<file path="config.mk">
export PLATFORM = sky130hd
export DESIGN_NAME = agg_rr_arbiter
export DESIGN_NICKNAME = d
export VERILOG_FILES = /design/src/rtl/agg_rr_arbiter.sv
export SDC_FILE = /design/constraint.sdc
export NUM_CORES = 1
export LEC_CHECK = 0
export CELL_PAD_IN_SITES_DETAIL_PLACEMENT = 2
export CELL_PAD_IN_SITES_GLOBAL_PLACEMENT = 2
export CORE_AREA = 8 8 65 67
export DETAILED_ROUTE_END_ITERATION = 16
export DIE_AREA = 0 0 73 75
export PLACE_DENSITY_LB_ADDON = 0.1
export SYNTH_ARGS = -nofsm -noshare
export SYNTH_HDL_FRONTEND = slang
export SYNTH_SLANG_ARGS = --single-unit
</file>
<file path="constraint.sdc">
create_clock -name clk -period 2.3 [get_ports clk]
set_input_delay 0.46 -clock clk [delete_from_list [all_inputs] [get_ports clk]]
set_output_delay 0.46 -clock clk [all_outputs]
set_load 0.02 [all_outputs]
</file>
<file path="src/rtl/agg_rr_arbiter.sv">
// Round-robin arbiter and 2-bit select sequencer for a shared 4:1 aggregation mux.
// Optional macro AGG_ARB_LOCK_EN adds the owner's lock input for tenure extension.
module agg_rr_arbiter #(
   parameter int MAX_HOLD = 8,
   parameter int CNT_W    = 4
) (
   input  logic       clk,
   input  logic       rst_n,
   input  logic [3:0] req,
`ifdef AGG_ARB_LOCK_EN
   input  logic       lock,
`endif
   output logic [3:0] grant,
   output logic       sel_a,
   output logic       sel_b,
   output logic       busy
);

   localparam logic [CNT_W-1:0] HOLD_LIM = CNT_W'(MAX_HOLD - 1);

   typedef enum logic [1:0] {
      ST_IDLE,
      ST_GRANT,
      ST_SWITCH
   } state_t;

   state_t           state_reg, state_next;
   logic [1:0]       owner_reg, owner_next;
   logic [CNT_W-1:0] hold_cnt_reg, hold_cnt_next;
   logic [3:0]       grant_reg, grant_next;
   logic [1:0]       sel_reg, sel_next;

   logic [3:0] rot_req;
   logic [1:0] win_off;
   logic [1:0] winner;
   logic [3:0] owner_onehot;
   logic       others_pending;
   logic       owner_req;
   logic       at_limit;
   logic       lock_hold;

   // rot_req[k] is the request of requester owner+1+k, so bit 0 has top priority.
   genvar gi;
   generate
      for (gi = 0; gi < 4; gi++) begin : g_rot
         assign rot_req[gi] = req[owner_reg + 2'(gi + 1)];
      end
   endgenerate

   always_comb begin
      win_off = 2'd3;
      if (rot_req[0])      win_off = 2'd0;
      else if (rot_req[1]) win_off = 2'd1;
      else if (rot_req[2]) win_off = 2'd2;
   end

   assign winner         = owner_reg + win_off + 2'd1;
   assign owner_onehot   = 4'b0001 << owner_reg;
   assign others_pending = |(req & ~owner_onehot);
   assign owner_req      = |(req & owner_onehot);
   assign at_limit       = (hold_cnt_reg == HOLD_LIM);

`ifdef AGG_ARB_LOCK_EN
   assign lock_hold = lock;
`else
   assign lock_hold = 1'b0;
`endif

   always_comb begin
      state_next    = state_reg;
      owner_next    = owner_reg;
      hold_cnt_next = hold_cnt_reg;
      grant_next    = grant_reg;
      sel_next      = sel_reg;
      case (state_reg)
         ST_IDLE, ST_SWITCH: begin
            if (|req) begin
               state_next    = ST_GRANT;
               owner_next    = winner;
               hold_cnt_next = '0;
               grant_next    = 4'b0001 << winner;
               sel_next      = winner;
            end else begin
               state_next = ST_IDLE;
            end
         end
         ST_GRANT: begin
            if (!owner_req) begin
               state_next = ST_SWITCH;
               grant_next = 4'b0000;
            end else if (lock_hold) begin
               // Locked owner keeps the mux; counter parks at the limit so
               // releasing lock under contention rotates on the next edge.
               hold_cnt_next = at_limit ? HOLD_LIM : hold_cnt_reg + CNT_W'(1);
            end else if (at_limit && others_pending) begin
               state_next = ST_SWITCH;
               grant_next = 4'b0000;
            end else if (at_limit) begin
               hold_cnt_next = '0;
            end else begin
               hold_cnt_next = hold_cnt_reg + CNT_W'(1);
            end
         end
         default: begin
            state_next = ST_IDLE;
            grant_next = 4'b0000;
         end
      endcase
   end

   always_ff @(posedge clk) begin
      if (!rst_n) begin
         state_reg    <= ST_IDLE;
         owner_reg    <= 2'd3;
         hold_cnt_reg <= '0;
         grant_reg    <= 4'b0000;
         sel_reg      <= 2'd0;
      end else begin
         state_reg    <= state_next;
         owner_reg    <= owner_next;
         hold_cnt_reg <= hold_cnt_next;
         grant_reg    <= grant_next;
         sel_reg      <= sel_next;
      end
   end

   assign grant = grant_reg;
   assign sel_a = sel_reg[1];
   assign sel_b = sel_reg[0];
   assign busy  = (state_reg != ST_IDLE);

endmodule

</file>
==> out/qor.yml <==
ys_seq_elements: 14
grt_use_total_pct: 11.5
via_count: 846
fin_crit_sh_pct: 98.4
clkSlewWorstSetupHoldPaths_ps: 100
min_period_ps: 2260
syn_inst: 99
relSlewSlack_pct: 67.8
cts_tree: "done"
drive_gt1_share_pct: 32.6
avgSynthCellArea_sq_um: 8.75
pin_count: 13
synth_nets: 112
antenna_left: 0
finalSetupViolCount: 0
grt_pass1_vias: 961
dpl.hpwl_mm: 2.18
outcome: "finished, final reports clean"
intPower_w: 0.000980
multi_input_area_sq_um: 627
synth_edf_count: 0
path_common_cell: "xnor2_4"
cts_buffer_depth: 2
die_w_microns: 73
routed_wl_mm: 2.93
seq_area_frac_synth_pct: 32.4
fin_skew_ps: 5.05
synth_flop_cell: "dfxtp_1"
grt.overflow.total: 0
worst-endpoint-arrival_ps: 2450
cp_max_fo: 5
die_h_microns: 75
switching_share_pct: 41.2
cp-start-kind: "flop"
seq_power_share_pct: 22.9
final_cells: 178
syn_area_sq_um: 866
num_rows: 21
combinationalPowerShare_pct: 66.1
start_util_pct: 26.8
cts_inserted_buffers: 3
nets: 146
power_frac_clock_pct: 11.1
synth_area_leaders: "dfxtp_1, ha_1, nand2_1, mux4_2, o21ai_0"
worst_path_max_delay_cell: "mux4_2"
portBuffers: 12
synth.largest_area_cell: "dfxtp_1"
wl_per_cell_microns: 16.5
place.gp.congestion: 0.769
grt_pass1_wl_mm: 4.86
cellLeakagePower_nw: 0.541
final.setup.worst_slack_ps: 37.7
vias_per_cell: 4.75
critPathTopFamily: "multiplexers"
timing.hold.ws_ps: 464
crit_path_end_kind: "flop"
worstSkewPairLatency_ps: 280
grt_setup_unrepaired: "yes"
cts_root_buffer: "clkbuf_4"
drv_slew: 0
power_density_mw_per_mm2: 1280
maxCapViolCount: 0
hold_viol_final: 0
path_class: "reg -> reg"
coreArea_sq_mm: 0.00323
drtIter0Drc: 28
seq_area_sq_um: 285
placedCellCount: 173
h-tree-depth: 1
ir_drop_mv: 0.451
cp_slowest_stage_delay_ps: 530
area_growth_pct: 50.6
drc_errors: 0
antenna_cells: 0
dp_slack_ps: -346
tightest_slew_ps: 482
yosys_warnings: 0
switching_power_w: 0.000686
layout_commonest_cell: "buf_4"
ys_types: 33
async_flop_share_pct: 0
drt_pass1_iterations: 3
antenna_found_initial: 0
layout_common_cells: "buf_4, nand2_1, dfxtp_1, clkdlybuf4s50_1, o21ai_0"
dieArea_sq_mm: 0.00548
hp-class: "reg -> reg"
synth_top_area_share_pct: 32.4
critPathBufInv: 2
fin_setup_tns_ps: 0
fill_cells: 379
grt_max_degree: 11
worst_ep_required_time_ps: 2480
crit_path_cell_trace: "inv_4 > ha_4 > mux4_2 > inv_2 > a221oi_4 > ha_2 > xnor2_4 > xnor2_4 > a32o_2"
clock.fmax_ghz: 0.442
numClockSinks: 14
[power by group through the flow]
| stage | logic (W) | registers, W | clock network [W] |
|---|---|---|---|
| after floorplan | 0.000503 | 0.000428 | 0 |
| after global placement | 0.000911 | 0.000375 | 0 |
| after detailed placement | 0.000936 | 0.000378 | 0 |
| after CTS | 0.00103 | 0.000381 | 0.000195 |
| after global routing | 0.00120 | 0.000392 | 0.000206 |
| final | 0.00110 | 0.000381 | 0.000184 |
[synthesized netlist by cell type (3+ instances only)]
cell / count
inv_1: 5
nor3_1: 3
nand3_1: 4
nand2b_1: 4
o21ai_0: 7
dfxtp_1: 14
nand2_1: 13
a21oi_1: 5
nor2_1: 5
ha_1: 7
[timing repair]
item                       4_1_cts  5_1_grt
hold buffers                     0        0
cloned                           0        0
buffers inserted                 1        0
pin swaps                        5        7
gates resized for setup         14        5
setup endpoints to repair        3        5
[worst paths after layout]
kind	start	to	slack, ps	cells after the start
max	owner_reg[0]$_SDFFE_PN1P_	grant[1]$_SDFFE_PN0P_	40	9
min	grant[3]$_SDFFE_PN0P_	grant[3]$_SDFFE_PN0P_	460	2
max reg2reg	owner_reg[0]$_SDFFE_PN1P_	grant[1]$_SDFFE_PN0P_	40	9
min reg2reg	grant[3]$_SDFFE_PN0P_	grant[3]$_SDFFE_PN0P_	460	2
[cells by family after synthesis]
family / count (synthesis) / synth area share [%]
AO/OA/AOI/OAI: 26 / 20.8
XOR/XNOR: 2 / 3.76
adder cells (fa/ha/maj): 7 / 10.1
buffers and inverters: 7 / 3.04
flip-flops: 14 / 32.4
multiplexers: 3 / 6.36
AND/OR/NAND/NOR: 40 / 23.6
[per-stage QoR]
stage	cell area (sq um)	total power [W]	utilization (%)
finish	1300	0.00167	40.3
floorplan	880	0.000931	-
global placement	1180	0.00129	36.7
detailed placement	1180	0.00131	36.7
CTS	1270	0.00160	39.3
global route	1300	0.00180	40.3
[layer usage]
layer  track usage (%)  vias to the layer above  share of wire [%]
met4              3.33                        0               0.68
met3              3.20                        2                3.6
li1                  -                      424                  -
met1              13.1                      413                 43
met2              20.6                        7                 52
met5                 0                        -                  0
[tightest hold or removal path, cell delays in order (launching register included)]
cell and delay, ps:
dfxtp_1 320, nand2_1 50, o21ai_1 50
[layout make-up]
class	instances	share of cell area, %
timing repair buffer	31	21.2
multi-input combinational	78	48.1
sequential	14	21.9
clock buffer	4	2.78
inverter	5	1.63
tap	46	4.41
Note: power is estimated with default switching activity, not from simulation.
